File: config.mk
export PLATFORM = sky130hd
export DESIGN_NAME = udp_cmd_parser
export DESIGN_NICKNAME = d
export VERILOG_FILES = /design/src/rtl/udp_cmd_pkg.sv /design/src/rtl/udp_cmd_chksum.sv /design/src/rtl/udp_cmd_parser.sv
export SDC_FILE = /design/constraint.sdc
export NUM_CORES = 1
export LEC_CHECK = 0
export CORE_ASPECT_RATIO = 1.25
export CORE_MARGIN = 2
export CORE_UTILIZATION = 50
export CTS_CLUSTER_DIAMETER = 60
export CTS_CLUSTER_SIZE = 40
export DETAILED_ROUTE_END_ITERATION = 16
export PLACE_DENSITY_LB_ADDON = 0.08
export SLEW_MARGIN = 40
export SYNTH_ARGS = -nofsm -noshare
export SYNTH_HDL_FRONTEND = slang
export SYNTH_HIERARCHICAL = 1
export SYNTH_SLANG_ARGS = --single-unit
File: constraint.sdc
create_clock -name clk -period 2.1 [get_ports clk]
set_clock_uncertainty 0.15 [all_clocks]
set_input_delay 0.315 -clock clk [delete_from_list [all_inputs] [get_ports clk]]
set_output_delay 0.315 -clock clk [all_outputs]
set_load 0.01 [all_outputs]
File: src/rtl/udp_cmd_pkg.sv
// Shared constants for the UDP command parser: FSM state encoding, default header bytes
// and the command codes understood by downstream control logic.
package udp_cmd_pkg;

   localparam logic [2:0] StHunt = 3'd0;
   localparam logic [2:0] StHdr  = 3'd1;
   localparam logic [2:0] StCmd  = 3'd2;
   localparam logic [2:0] StAddr = 3'd3;
   localparam logic [2:0] StDh   = 3'd4;
   localparam logic [2:0] StDl   = 3'd5;
   localparam logic [2:0] StChk  = 3'd6;

   localparam logic [7:0] DefaultHdr0 = 8'h55;
   localparam logic [7:0] DefaultHdr1 = 8'hAA;

   localparam logic [7:0] CmdStreamStart = 8'h01;
   localparam logic [7:0] CmdStreamStop  = 8'h02;
   localparam logic [7:0] CmdRegWrite    = 8'h10;

endpackage

File: src/rtl/udp_cmd_chksum.sv
// 8-bit additive checksum accumulator for udp_cmd_parser; only instantiated when
// UDP_CMD_CHKSUM_EN is defined.
module udp_cmd_chksum (
   input  logic       clk_i,
   input  logic       reset_i,
   input  logic       clr_i,
   input  logic       add_i,
   input  logic [7:0] data_i,
   output logic [7:0] sum_o
);

   logic [7:0] sum_d, sum_q;

   always_comb begin
      sum_d = sum_q;
      if (clr_i) begin
         sum_d = 8'h00;
      end else if (add_i) begin
         sum_d = sum_q + data_i;
      end
   end

   always_ff @(posedge clk_i) begin
      if (reset_i) begin
         sum_q <= 8'h00;
      end else begin
         sum_q <= sum_d;
      end
   end

   assign sum_o = sum_q;

endmodule

File: src/rtl/udp_cmd_parser.sv
// Parses UDP payload bytes into HDR0 HDR1 CMD ADDR DH DL [CHK] command frames.
// Define UDP_CMD_CHKSUM_EN to add the trailing checksum byte and err_chk.
module udp_cmd_parser
   import udp_cmd_pkg::*;
#(
   parameter logic [7:0]  HDR0  = DefaultHdr0,
   parameter logic [7:0]  HDR1  = DefaultHdr1,
   parameter int unsigned ERR_W = 8
) (
   input  logic             clk,
   input  logic             reset,
   input  logic             udp_rx_en,
   input  logic [7:0]       udp_idata,
   input  logic             udp_rx_done,
   output logic             cmd_valid,
   output logic [7:0]       cmd_code,
   output logic [7:0]       cmd_addr,
   output logic [15:0]      cmd_data,
   output logic             err_chk,
   output logic             err_trunc,
   output logic [ERR_W-1:0] err_cnt,
   output logic             busy
);

   logic [2:0]       state_d, state_q;
   logic [7:0]       code_d, code_q, addr_d, addr_q, dh_d, dh_q;
   logic [7:0]       cmd_code_d, cmd_code_q, cmd_addr_d, cmd_addr_q;
   logic [15:0]      cmd_data_d, cmd_data_q;
   logic             valid_d, valid_q, trunc_d, trunc_q;
   logic             chk_fail, frame_end, in_frame;
   logic [ERR_W-1:0] err_cnt_d, err_cnt_q;

   assign in_frame = (state_q != StHunt) && (state_q != StHdr);

`ifdef UDP_CMD_CHKSUM_EN
   logic [7:0] dl_d, dl_q, sum;
   logic       chk_q;

   udp_cmd_chksum u_chksum (
      .clk_i   (clk),
      .reset_i (reset),
      .clr_i   (udp_rx_en && (state_q == StHdr) && (udp_idata == HDR1)),
      .add_i   (udp_rx_en && in_frame && (state_q != StChk)),
      .data_i  (udp_idata),
      .sum_o   (sum)
   );
`endif

   always_comb begin
      state_d    = state_q;
      code_d     = code_q;
      addr_d     = addr_q;
      dh_d       = dh_q;
      cmd_code_d = cmd_code_q;
      cmd_addr_d = cmd_addr_q;
      cmd_data_d = cmd_data_q;
      valid_d    = 1'b0;
      trunc_d    = 1'b0;
      chk_fail   = 1'b0;
      frame_end  = 1'b0;
`ifdef UDP_CMD_CHKSUM_EN
      dl_d       = dl_q;
`endif
      if (udp_rx_en) begin
         case (state_q)
            StHunt: if (udp_idata == HDR0) state_d = StHdr;
            StHdr: begin
               if (udp_idata == HDR1)      state_d = StCmd;
               else if (udp_idata != HDR0) state_d = StHunt;
            end
            StCmd:  begin code_d = udp_idata; state_d = StAddr; end
            StAddr: begin addr_d = udp_idata; state_d = StDh;   end
            StDh:   begin dh_d   = udp_idata; state_d = StDl;   end
`ifdef UDP_CMD_CHKSUM_EN
            StDl:   begin dl_d   = udp_idata; state_d = StChk;  end
            StChk: begin
               frame_end = 1'b1;
               state_d   = StHunt;
               if (udp_idata == sum) begin
                  valid_d    = 1'b1;
                  cmd_code_d = code_q;
                  cmd_addr_d = addr_q;
                  cmd_data_d = {dh_q, dl_q};
               end else begin
                  chk_fail = 1'b1;
               end
            end
`else
            StDl: begin
               frame_end  = 1'b1;
               state_d    = StHunt;
               valid_d    = 1'b1;
               cmd_code_d = code_q;
               cmd_addr_d = addr_q;
               cmd_data_d = {dh_q, udp_idata};
            end
`endif
            default: state_d = StHunt;
         endcase
      end
      // End of packet wins over any partial progress, but never over a completed frame
      if (udp_rx_done && !frame_end) begin
         state_d = StHunt;
         trunc_d = in_frame;
      end
      err_cnt_d = err_cnt_q;
      if ((chk_fail || trunc_d) && (err_cnt_q != {ERR_W{1'b1}})) begin
         err_cnt_d = err_cnt_q + 1'b1;
      end
   end

   always_ff @(posedge clk) begin
      if (reset) begin
         state_q    <= StHunt;
         code_q     <= 8'h00;
         addr_q     <= 8'h00;
         dh_q       <= 8'h00;
         cmd_code_q <= 8'h00;
         cmd_addr_q <= 8'h00;
         cmd_data_q <= 16'h0000;
         valid_q    <= 1'b0;
         trunc_q    <= 1'b0;
         err_cnt_q  <= '0;
      end else begin
         state_q    <= state_d;
         code_q     <= code_d;
         addr_q     <= addr_d;
         dh_q       <= dh_d;
         cmd_code_q <= cmd_code_d;
         cmd_addr_q <= cmd_addr_d;
         cmd_data_q <= cmd_data_d;
         valid_q    <= valid_d;
         trunc_q    <= trunc_d;
         err_cnt_q  <= err_cnt_d;
      end
   end

`ifdef UDP_CMD_CHKSUM_EN
   always_ff @(posedge clk) begin
      if (reset) begin
         dl_q  <= 8'h00;
         chk_q <= 1'b0;
      end else begin
         dl_q  <= dl_d;
         chk_q <= chk_fail;
      end
   end

   assign err_chk = chk_q;
`else
   assign err_chk = 1'b0;
`endif

   assign cmd_valid = valid_q;
   assign cmd_code  = cmd_code_q;
   assign cmd_addr  = cmd_addr_q;
   assign cmd_data  = cmd_data_q;
   assign err_trunc = trunc_q;
   assign err_cnt   = err_cnt_q;
   assign busy      = (state_q != 3'd0);

endmodule

==> flow_summary.yaml <==
pwr:
  peakVddDrop_mv: 0.512
  p_per_area_nw_per_um2: 772
  power_mw: 2.87
  p_leak_nw: 1.27
worst_setup_path:
  startpoint_type: "flop"
  path_cells: "clkdlybuf4s50_1"
  end_kind: "output pin"
  arrival_ns: 1.35
  regToRegEndpoint: "err_cnt[7]"
  cp_slowest_stage_delay_ns: 0.57
  cp_top_family: "buffers and inverters"
  required_ns: 1.63
  rr_startpoint: "err_cnt[0]"
  critPathMaxFanout: 5
  crit_type: "reg2out"
  cpMaxStageDelayCell: "clkdlybuf4s50_1"
  ff2ff_setup_slack_ns: 0.38
  worst-path-buf-inv: 1
  r2r_cells: 5
sta:
  max_slew_margin_pct: 67.1
  fmax_mhz: 550
  tns_ns: 0
  setup_viol: 0
  rsz0062_at_grt: "false"
  hold_violations: 0
  tightestPinTransition_ns: 0.487
  drv_slew: 0
  worst_slack_ns: 0.283
  min_period_over_period_pct: 86.5
  final.min_clock_period_ns: 1.82
yosys:
  yosys.area.top_type: "dfxtp_1"
  async_flop_share_pct: 0
  seq_area_frac_synth_pct: 51.3
  syn-num-nets: 325
  synth_cells: 312
  synth_edf_count: 0
  yosysWarningCount: 6
  synth_area_leaders: "dfxtp_1, nand2_1, a21oi_1, mux2i_1, nor2_1"
  synth_top_area_share_pct: 51.3
  syn_area_um2: 2700
  ys_ff_latch: 69
  avgSynthCellArea_um2: 8.64
  synthFlopType: "dfxtp_1"
  ys_types: 33
detailed_routing:
  dr.pass1.iters: 4
  drt_iter0_drc: 174
  drc: 0
  wl_per_cell_um: 13.9
  num_vias: 2413
  via_per_inst: 5.34
  postRouteAntennaNets: 0
  drt-total-wl_um: 6280
placed_design:
  hpwlAfterDp_um: 4370
  gp_congestion: 0.779
  dp_slack_ns: 0.0348
  io_buffers: 54
floorplan:
  ios: 56
  dieHeight_um: 86.1
  core-area_um2: 5150
  die_w_um: 69.7
  start_util_pct: 52.3
  die_area_um2: 6000
  row_count: 29
hold_path:
  hold_depth: 4
  hold_path_startpoint: "reset"
  hold_class: "in2reg"
  holdPathEnd: "state_q[1]"
finish:
  area_growth_pct: 38.2
  final_util_pct: 72.3
  fin_nets: 398
  antenna-diode-count: 0
  drive_gt1_share_pct: 13.1
clock_tree:
  h-tree-depth: 3
  cts_tree: "yes"
  cts_buffers: 9
  numClockSinks: 69
  cts_buffer_depth: 2
  clkTransAtPathRegs_ns: 0.07
  clk-insertion-delay-late_ns: 0.34
  post-cts-setup-buffers: 0
  cts_root_buf: "clkbuf_8"
flow_run:
  cap_violations: 0
global_route:
  first_global_vias: 2170
  antenna_found_initial: 0
  grt_max_degree: 38
  grt_pass1_wl_um: 10600
  grt.total_usage_pct: 22.2
  overflow: 0
status:
  status: "complete, no violations"
[placed cells by master (no fill, tap or decap), drive strengths merged]
| cell type | instances |
|---|---|
| a21boi | 2 |
| a21oi | 51 |
| and4b | 1 |
| buf | 28 |
| bufinv | 4 |
| clkbuf | 11 |
| clkdlybuf4s50 | 52 |
| conb | 1 |
| dfxtp | 69 |
| dlymetal6s2s | 1 |
| ha | 1 |
| inv | 3 |
| mux2i | 17 |
| nand2 | 88 |
| nand3 | 1 |
| nand3b | 2 |
| nand4 | 3 |
| nand4b | 2 |
| nor2 | 19 |
| nor2b | 1 |
| nor3 | 3 |
| nor3b | 2 |
| nor4bb | 5 |
| o211ai | 2 |
| o21ai | 8 |
| o31ai | 4 |
| or3 | 5 |
| or3b | 1 |
| or4 | 3 |
[metrics by stage]
stage,cell area [um^2],hold slack (ns),cells
finish,3720,0.149,452
global route,3720,0.188,452
CTS,3720,0.144,452
detailed placement,3440,0.296,436
global placement,3440,0.292,436
floorplan,2700,0.281,312
[repair_timing]
item / CTS / global route
setup endpoints to repair: 0 / 1
resized for setup: 0 / 1
hold buffers: 0 / 0
[cells in the mapped netlist (all sizes together), types with 4 or more instances]
master	number
o21ai	8
nor4bb	5
nand2	88
mux2i	17
a21oi	51
buf	12
nor2	19
or3	5
clkbuf	7
o31ai	4
dfxtp	69
[metal layers]
metal  track usage, %  vias up  part of all wire (%)
met5                0        -                     0
met4             8.57        0                   1.4
met3             4.58       10                   3.9
met2             35.1       60                    49
met1             30.2     1131                    46
li1                 -     1212                     -
[layout make-up]
| cell class | count | area (um^2) |
|---|---|---|
| sequential | 69 | 1380 |
| fill | 439 | 1430 |
| multi-input combinational | 222 | 1220 |
| timing repair buffer | 81 | 753 |
| inverter | 2 | 7.51 |
| clock inverter | 5 | 129 |
| clock buffer | 11 | 151 |
| tap | 62 | 77.6 |
[cells by family after synthesis]
group,count (synthesis),share of synthesized area [%]
compound gates,67,14.1
other cells,1,0.139
fa+ha+maj,1,0.464
buf+inv,21,3.81
flops,69,51.3
mux,17,6.31
simple gates,136,23.9
[sequential cells by signal, summed over array words and instances, names as in the netlist]
register   count
addr_q         8
cmd_addr       8
code_q         8
state_q        3
err_trunc      1
cmd_valid      1
cmd_code       8
dh_q           8
err_cnt        8
cmd_data      16
[worst max path at each step]
stage          slack, ns          to          from  depth (start not counted)
2_1_floorplan       0.47  err_cnt[7]    err_cnt[0]                          5
3_3_place_gp        0.06  state_q[0]  udp_idata[6]                          6
3_5_place_dp        0.03   code_q[3]     udp_rx_en                          6
4_1_cts             0.01        busy    state_q[2]                          2
5_1_grt             0.22  err_cnt[2]    err_cnt[2]                          1
6_report            0.28  err_cnt[2]    err_cnt[2]                          1
[power by group]
group	leakage [nW]	internal, mW	switching (mW)
logic	0.579	0.0378	0.0490
registers	0.555	1.31	0.0000361
clock network	0.140	0.978	0.501
(Power assumes the default switching activity.)
